==> src/rtl/mem_ctrl_pkg.sv <==
// Shared definitions for the data-memory access controller: access size
// encodings, controller state encoding and size helper.
package mem_ctrl_pkg;

    localparam logic [1:0] SZ_BYTE  = 2'd0;
    localparam logic [1:0] SZ_HALF  = 2'd1;
    localparam logic [1:0] SZ_WORD  = 2'd2;
    localparam logic [1:0] SZ_DWORD = 2'd3;

    typedef enum logic [2:0] {
        ST_IDLE     = 3'd0,
        ST_RD       = 3'd1,
        ST_WR_PULSE = 3'd2,
        ST_WR_HOLD  = 3'd3,
        ST_RESP     = 3'd4
    } state_t;

    // Number of bytes touched by an access of the given size encoding.
    function automatic logic [3:0] size_bytes(input logic [1:0] size);
        logic [3:0] n;
        case (size)
            SZ_BYTE:  n = 4'd1;
            SZ_HALF:  n = 4'd2;
            SZ_WORD:  n = 4'd4;
            SZ_DWORD: n = 4'd8;
            default:  n = 4'd8;
        endcase
        return n;
    endfunction

endpackage

==> src/rtl/mem_lane_merge.sv <==
// Byte-lane helper for the access controller. Pure combinational logic:
//  - load path: keeps the low (1 << size) bytes of the memory doubleword and
//    sign- or zero-extends them to 64 bits;
//  - store path: overlays the low (1 << size) bytes of the new data onto the
//    old doubleword so the untouched neighbouring bytes are written back.
module mem_lane_merge
    import mem_ctrl_pkg::*;
(
    input  logic [1:0]  size,
    input  logic        sign_ext,
    input  logic [63:0] old_data,
    input  logic [63:0] new_data,
    output logic [63:0] load_data,
    output logic [63:0] store_data
);

    // Extract the addressed low bytes and extend them to a full doubleword.
    always_comb begin
        load_data = 64'd0;
        case (size)
            SZ_BYTE:  load_data = {{56{sign_ext & old_data[7]}},  old_data[7:0]};
            SZ_HALF:  load_data = {{48{sign_ext & old_data[15]}}, old_data[15:0]};
            SZ_WORD:  load_data = {{32{sign_ext & old_data[31]}}, old_data[31:0]};
            SZ_DWORD: load_data = old_data;
            default:  load_data = old_data;
        endcase
    end

    // Overlay the store bytes on the previously read doubleword.
    always_comb begin
        store_data = old_data;
        case (size)
            SZ_BYTE:  store_data = {old_data[63:8],  new_data[7:0]};
            SZ_HALF:  store_data = {old_data[63:16], new_data[15:0]};
            SZ_WORD:  store_data = {old_data[63:32], new_data[31:0]};
            SZ_DWORD: store_data = new_data;
            default:  store_data = new_data;
        endcase
    end

endmodule

==> src/rtl/mem_access_ctrl.sv <==
// Initiator-side controller for the byte-addressed little-endian data memory.
// Takes one load/store at a time over a valid/ready handshake, drives the
// memory pins with registered outputs, waits the fixed memory latencies and
// returns one response pulse per accepted request. Stores narrower than a
// doubleword are performed as read-modify-write of the 8-byte window.
//
// Build option: define MEM_ALIGN_CHECK_EN to also fault requests whose
// address is not a multiple of the access size. Without it any alignment is
// legal and only the range check applies.
module mem_access_ctrl
    import mem_ctrl_pkg::*;
#(
    parameter int MEM_BYTES = 128,
    parameter int RD_LAT    = 1,
    parameter int WR_LAT    = 8
)(
    input  logic        clk,
    input  logic        rst_n,
    input  logic        req_valid,
    output logic        req_ready,
    input  logic        req_write,
    input  logic [1:0]  req_size,
    input  logic        req_signed,
    input  logic [63:0] req_addr,
    input  logic [63:0] req_wdata,
    output logic        resp_valid,
    output logic [63:0] resp_rdata,
    output logic        resp_fault,
    output logic [63:0] mem_address,
    output logic [63:0] mem_data_in,
    output logic        mem_read,
    output logic        mem_write,
    input  logic [63:0] mem_data_out
);

    // Highest start address whose full 8-byte window still fits in memory.
    localparam logic [63:0] ADDR_MAX = 64'(MEM_BYTES - 8);
    localparam logic [15:0] RD_LAST  = 16'(RD_LAT - 1);
    localparam logic [15:0] WR_LAST  = 16'(WR_LAT - 1);

    state_t      state_r;
    logic [15:0] cnt_r;
    logic        write_r;
    logic [1:0]  size_r;
    logic        sign_r;
    logic [63:0] wdata_r;

    logic        req_ready_r;
    logic        resp_valid_r;
    logic [63:0] resp_rdata_r;
    logic        resp_fault_r;
    logic [63:0] mem_address_r;
    logic [63:0] mem_data_in_r;
    logic        mem_read_r;
    logic        mem_write_r;

    logic        range_fault_s;
    logic        align_fault_s;
    logic        fault_s;
    logic [63:0] load_data_s;
    logic [63:0] store_data_s;

    // Decide whether the request currently offered must be rejected.
    always_comb begin
        range_fault_s = (req_addr > ADDR_MAX);
`ifdef MEM_ALIGN_CHECK_EN
        align_fault_s = ((req_addr[3:0] & (size_bytes(req_size) - 4'd1)) != 4'd0);
`else
        align_fault_s = 1'b0;
`endif
        fault_s = range_fault_s | align_fault_s;
    end

    // Lane handling works straight off the memory output in the capture
    // cycle; the registered results below act as the captured data.
    mem_lane_merge u_lane_merge (
        .size       (size_r),
        .sign_ext   (sign_r),
        .old_data   (mem_data_out),
        .new_data   (wdata_r),
        .load_data  (load_data_s),
        .store_data (store_data_s)
    );

    // Controller FSM: sequences the memory pins and produces the response.
    always_ff @(posedge clk or negedge rst_n) begin
        if (!rst_n) begin
            state_r       <= ST_IDLE;
            cnt_r         <= 16'd0;
            write_r       <= 1'b0;
            size_r        <= SZ_BYTE;
            sign_r        <= 1'b0;
            wdata_r       <= 64'd0;
            req_ready_r   <= 1'b1;
            resp_valid_r  <= 1'b0;
            resp_rdata_r  <= 64'd0;
            resp_fault_r  <= 1'b0;
            mem_address_r <= 64'd0;
            mem_data_in_r <= 64'd0;
            mem_read_r    <= 1'b0;
            mem_write_r   <= 1'b0;
        end else begin
            resp_valid_r <= 1'b0;
            case (state_r)
                ST_IDLE: begin
                    if (req_valid) begin
                        write_r     <= req_write;
                        size_r      <= req_size;
                        sign_r      <= req_signed;
                        wdata_r     <= req_wdata;
                        cnt_r       <= 16'd0;
                        req_ready_r <= 1'b0;
                        if (fault_s) begin
                            // Rejected: no memory access at all.
                            state_r      <= ST_RESP;
                            resp_valid_r <= 1'b1;
                            resp_fault_r <= 1'b1;
                            resp_rdata_r <= 64'd0;
                        end else if (req_write && (req_size == SZ_DWORD)) begin
                            // Full-window store needs no read-back.
                            state_r       <= ST_WR_PULSE;
                            mem_address_r <= req_addr;
                            mem_data_in_r <= req_wdata;
                            mem_write_r   <= 1'b1;
                        end else begin
                            state_r       <= ST_RD;
                            mem_address_r <= req_addr;
                            mem_read_r    <= 1'b1;
                        end
                    end else begin
                        state_r     <= ST_IDLE;
                        req_ready_r <= 1'b1;
                    end
                end
                ST_RD: begin
                    if (cnt_r == RD_LAST) begin
                        cnt_r      <= 16'd0;
                        mem_read_r <= 1'b0;
                        if (write_r) begin
                            state_r       <= ST_WR_PULSE;
                            mem_data_in_r <= store_data_s;
                            mem_write_r   <= 1'b1;
                        end else begin
                            state_r       <= ST_RESP;
                            mem_address_r <= 64'd0;
                            resp_valid_r  <= 1'b1;
                            resp_fault_r  <= 1'b0;
                            resp_rdata_r  <= load_data_s;
                        end
                    end else begin
                        cnt_r <= cnt_r + 16'd1;
                    end
                end
                ST_WR_PULSE: begin
                    // The write strobe is a single cycle; address/data stay put.
                    state_r     <= ST_WR_HOLD;
                    mem_write_r <= 1'b0;
                    cnt_r       <= 16'd0;
                end
                ST_WR_HOLD: begin
                    if (cnt_r == WR_LAST) begin
                        state_r       <= ST_RESP;
                        cnt_r         <= 16'd0;
                        mem_address_r <= 64'd0;
                        mem_data_in_r <= 64'd0;
                        resp_valid_r  <= 1'b1;
                        resp_fault_r  <= 1'b0;
                        resp_rdata_r  <= 64'd0;
                    end else begin
                        cnt_r <= cnt_r + 16'd1;
                    end
                end
                ST_RESP: begin
                    state_r      <= ST_IDLE;
                    req_ready_r  <= 1'b1;
                    resp_rdata_r <= 64'd0;
                    resp_fault_r <= 1'b0;
                end
                default: begin
                    state_r       <= ST_IDLE;
                    cnt_r         <= 16'd0;
                    req_ready_r   <= 1'b1;
                    resp_rdata_r  <= 64'd0;
                    resp_fault_r  <= 1'b0;
                    mem_address_r <= 64'd0;
                    mem_data_in_r <= 64'd0;
                    mem_read_r    <= 1'b0;
                    mem_write_r   <= 1'b0;
                end
            endcase
        end
    end

    assign req_ready   = req_ready_r;
    assign resp_valid  = resp_valid_r;
    assign resp_rdata  = resp_rdata_r;
    assign resp_fault  = resp_fault_r;
    assign mem_address = mem_address_r;
    assign mem_data_in = mem_data_in_r;
    assign mem_read    = mem_read_r;
    assign mem_write   = mem_write_r;

endmodule

==> config.mk <==
export PLATFORM = sky130hd
export DESIGN_NAME = mem_access_ctrl
export DESIGN_NICKNAME = d
export VERILOG_FILES = /design/src/rtl/mem_ctrl_pkg.sv /design/src/rtl/mem_lane_merge.sv /design/src/rtl/mem_access_ctrl.sv
export SDC_FILE = /design/constraint.sdc
export NUM_CORES = 1
export LEC_CHECK = 0
export BUFFER_PORTS_ARGS = -buffer_cell sky130_fd_sc_hd__buf_2
export CAP_MARGIN = 20
export CORE_MARGIN = 1
export CORE_UTILIZATION = 52
export DETAILED_ROUTE_END_ITERATION = 8
export PLACE_DENSITY_LB_ADDON = 0.25
export RECOVER_POWER = 50
export SKIP_CTS_REPAIR_TIMING = 1
export SYNTH_ARGS = -nofsm -noshare
export SYNTH_HDL_FRONTEND = slang
export SYNTH_HIERARCHICAL = 1
export SYNTH_SLANG_ARGS = --single-unit
export TNS_END_PERCENT = 50
==> constraint.sdc <==
create_clock -name clk -period 3.5 [get_ports clk]
set_clock_uncertainty 0.2 [all_clocks]
set_input_delay 0.35 -clock clk [delete_from_list [all_inputs] [get_ports clk]]
set_output_delay 0.35 -clock clk [all_outputs]
set_load 0.02 [all_outputs]
# Yosys cells after proc, flatten, opt, wreduce, memory -nomap -nowiden
# Index checks and enable logic that the tools add are counted.
# Widths: inputs -> output; s select.
# classes
add_sub_neg	1
order_cmp	1
n_eq_ne	18
mux	55
bitwise_logic	8
reduce_logical	16
# ops
operator	count
$pmux 64 s4	5
$mux 64	14
$gt 64x7->1 const B	1
$pmux 16 s4	1
$mux 16	3
$mux 1	20
$ne 2x2->1 const B	9
$reduce_and 6->1	3
$add 16x1->16 const B	1
$eq 16x3->1 const B	1
$logic_not 16->1	1
$mux 3	5
$pmux 3 s4	1
$pmux 1 s3	3
$reduce_and 7->1	1
$eq 2x2->1 const B	3
$eq 3x2->1 const B	2
$reduce_and 2->1	3
$reduce_or 3->1	2
$not 1->1	5
$reduce_and 5->1	1
$pmux 1 s4	1
$reduce_or 2->1	2
$and 1x1->1	3
other kinds (8)	8
# word_totals
regBits	284
input_bits	199
out_inout_bits	197
elab_cells	113

# Longest topological paths before layout
# depth
depth_word	6
mapped_depth	10
ltp_nobuf	8

# Modules after synthesis
# Netlist, hierarchy kept.
# modules_own_cells
module	n_inst	cells_each	area_per_inst_um2	seq_area_each_um2
mem_access_ctrl	1	818	11347.1	7108.1
mem_lane_merge	1	212	1562.7	0.0

# Least setup slack after synthesis
# No wires, ideal clock.
# synth_timing
path_type	register to register
from	reg state_r[1]
to	reg mem_data_in_r[14], in the netlist mem_data_in[14]
setup_ns	0.125
arrival_ns	2.106
required_time_ns	3.175
slack_ns	1.069
stages_incl_launch_ff	9
n_path_buf	2
period_less_slack_ns	2.431
cell_sequence	dfrtp_1 > buf_2 > nor3_4 > nand2_1 > nor2_1 > o21ai_1 > a21oi_4 > buf_6 > mux2_2
# synth_between
elab_chain_cells	4
word_cells_on_any_way	15
classes_between	eq/ne (10); mux (1); bitwise (1); reduce/logical (3)
# synth_rtl
element	line	rtl
start, declared	mem_access_ctrl.sv:41	state_t state_r;
start signal, assigned	mem_access_ctrl.sv:88	state_r <= ST_IDLE;
start signal, assigned	mem_access_ctrl.sv:115	state_r <= ST_RESP;
start signal, assigned	mem_access_ctrl.sv:121	state_r <= ST_WR_PULSE;
$eq 3x2->1 / $eq 3x3->1 (equally long branches)	mem_access_ctrl.sv:104	case (state_r)
$reduce_or 2->1 (no source line)	n/a	
$not 1->1 (no source line)	n/a	
$reduce_and 7->1 (no source line)	n/a	
end signal, assigned	mem_access_ctrl.sv:123	mem_data_in_r <= req_wdata;
end signal, assigned	mem_access_ctrl.sv:141	mem_data_in_r <= store_data_s;
end, declared	mem_access_ctrl.sv:53	logic [63:0] mem_data_in_r;
# Parallel ways exist; a longest one is shown, timed or not.
# A chain may end at the register's enable or synchronous reset.

==> results_dict.tcl <==
set metrics [dict create \
    status "finished with violations" \
    violations "negative hold slack, max-capacitance violations, max-slew violations" \
    crit_end "size_r[1]" \
    yosysSeqAreaShare 0.551 \
    r2r-end "mem_data_in[47]" \
    max_stage_delay_ns 1.62 \
    synthTopCellsByCount "283 x dfrtp_1, 170 x mux2_2, 135 x a22o_1" \
    cp_top_family "buffers and inverters" \
    clockBufferDepth 3 \
    ir_worst_vdd_v 0.000458 \
    start_kind "primary input" \
    crit_type "primary input to async pin" \
    p_leak_nw 8.28 \
    cp_cell_sequence "dlygate4sd3_1 > clkbuf_2" \
    route.vias.total 10600 \
    min_path_type "primary input to flop" \
    drc 0 \
    cp-end-kind "async pin" \
    cts_tree "done" \
    post-route-period-util 0.781 \
    fp.dieW_um 160 \
    clkLatencyLatePin_ns 0.56 \
    synth.area.top_cells "dfrtp_1 55%, mux2_2 15%, a22o_1 9.2%, and2_1 2.9%, o211ai_1 1.9%" \
    fillers 1777 \
    gp_congestion 0.840 \
    register_area_um2 7110 \
    power_mw 8.40 \
    pwr-share-comb 0.171 \
    antenna_found_initial 4 \
    coreArea_um2 24300 \
    ff2ff_setup_slack_ns 0.77 \
    seqPwrFrac 0.437 \
    slew_headroom -0.546 \
    required_ns 3.31 \
    drtAntennaViolNets 0 \
    synthFlopType "dfrtp_1" \
    synth-seq-cells 284 \
    cts_buffers 31 \
    synth_top_area_frac 0.549 \
    syn2layout_area_growth_pct 32.0 \
    routed_wirelength_um 38100 \
    clock_sink_count 284 \
    p_int_mw 6.12 \
    fin_nets 1690 \
    worstPathArrival_ns 2.55 \
    root_buffer "clkbuf_16" \
    die-area_um2 25500 \
    die_height_um 160 \
    clkPwrFrac 0.392 \
    syn_area_per_cell_um2 12.5 \
    rsz0062_at_grt "false" \
    slowest_stage "clkbuf_2" \
    grt_max_degree 86 \
    clk_pin_slew_worst_paths_ns 0.06 \
    whs_ns -0.0435 \
    worstMarginPinSlew_ns 2.32 \
    routedWlPerCell_um 20.7 \
    r2r_cells 7 \
    grt_remaining_overflow 0 \
    boundaryPins 396 \
    grt_use_total 0.286 \
    synth_edf_count 0 \
    synth.distinct_cells 54 \
    power_switching_mw 2.28 \
    yosysWarnings 6 \
    via_per_inst 5.76 \
    worst-path-buf-inv 2 \
    async_reset_ff_frac 1.00 \
    drt_iter0_drc 899 \
    initial_core_util 0.531 \
    drv_slew 83 \
    power.density_nw_per_um2 493 \
    ctsHtreeMaxLevel 1 \
    worstSetupStartpoint "rst_n" \
    synth.largest_area_cell "dfrtp_1" \
    syn_area_um2 12900 \
    crit_fanout 85 \
    dp_slack_ns 0.638 \
    syn_nets 1231 \
    rows 57 \
    switching_share 0.271 \
    cp_num_cells 2 \
    grt_first_pass_wirelength_um 57300 \
    portBuffers 395 \
    fin_tns_setup_ns 0 \
    fin_crit_ns 2.73 \
    layout-drive-gt1-share 0.376 \
    max-cap-violations 1 \
    multi_input_comb_area_um2 5300 \
    grt_pass1_vias 10200 \
    setup_viol 0 \
    final-hold-violation-count 5 \
    post-route-util 0.701 \
    timing.fmax_ghz 0.366 \
    synth_cells 1030 \
    synth_most_common_cell "dfrtp_1" \
    r2r_start "cnt_r[9]" \
    fin_ws_ns 0.765 \
    dr.pass1.iters 6 \
    hold_depth 4 \
    dp_hpwl_um 24800 \
]
## metrics by stage
stage                     std cells  cell area [um^2]
after global placement         1679             15100
after detailed placement       1679             15100
after global routing           1840             17000
final                          1841             17000
after floorplan                1030             12900
after CTS                      1737             16200
## power groups by stage
stage | Clock, mW | Sequential [mW] | Combinational (mW)
6_report | 3.30 | 3.67 | 1.44
5_1_grt | 3.47 | 3.70 | 1.54
4_1_cts | 3.35 | 3.66 | 1.36
3_5_place_dp | 0 | 3.72 | 1.35
3_3_place_gp | 0 | 3.70 | 1.32
2_1_floorplan | 0 | 3.84 | 0.719
## registers in the layout, summed over array words and instances (netlist names)
signal,cells
mem_address,64
mem_data_in,64
resp_rdata,64
wdata_r,64
cnt_r,16
state_r,3
size_r,2
mem_read,1
mem_write,1
req_ready,1
resp_fault,1
resp_valid,1
sign_r,1
write_r,1
## cells in the final DEF (no fill, tap or decap), drive strengths merged, types with 31 or more instances in the layout
| cell | netlist | layout |
|---|---|---|
| a22o | 135 | 135 |
| and2 | 59 | 59 |
| buf | 58 | 324 |
| clkbuf | 40 | 134 |
| dfrtp | 283 | 283 |
| dlygate4sd3 | 0 | 101 |
| mux2 | 189 | 189 |
| nand3 | 41 | 41 |
| o211ai | 33 | 33 |
| o21ai | 31 | 31 |
## area by class of cell
cell class              instances  area share
clock buffers                  35      0.0487
clock inverters                23      0.0126
multi-input cells             642       0.311
repair buffers                524       0.185
well taps                     324      0.0238
inverters                       6     0.00132
flip-flops and latches        284       0.417
diodes                          3    0.000440
## cells by family after synthesis
| family | share of synthesized area |
|---|---|
| AO/OA/AOI/OAI | 0.145 |
| XOR/XNOR | 0.00611 |
| buffers and inverters | 0.0427 |
| flip-flops | 0.551 |
| adder cells (fa/ha/maj) | 0.00194 |
| multiplexers | 0.167 |
| AND/OR/NAND/NOR | 0.0867 |
## metal layers
layer,vias to the layer above,track usage,share of wire
li1,4709,-,-
met1,5310,0.371,0.40
met2,503,0.478,0.50
met3,85,0.0552,0.069
met4,2,0.103,0.032
met5,-,0,0.00021
## how the worst min path moves through the flow
stage | start | end | slack [ns]
detailed placement | rst_n | mem_data_in[16] | 0.22
finish | mem_data_out[26] | resp_rdata[26] | -0.04
floorplan | rst_n | cnt_r[0] | -0.15
CTS | rst_n | resp_rdata[5] | -0.36
global route | mem_data_out[26] | resp_rdata[26] | -0.03
global placement | rst_n | mem_data_in[16] | 0.22
Note: power is estimated with default switching activity, not from simulation.
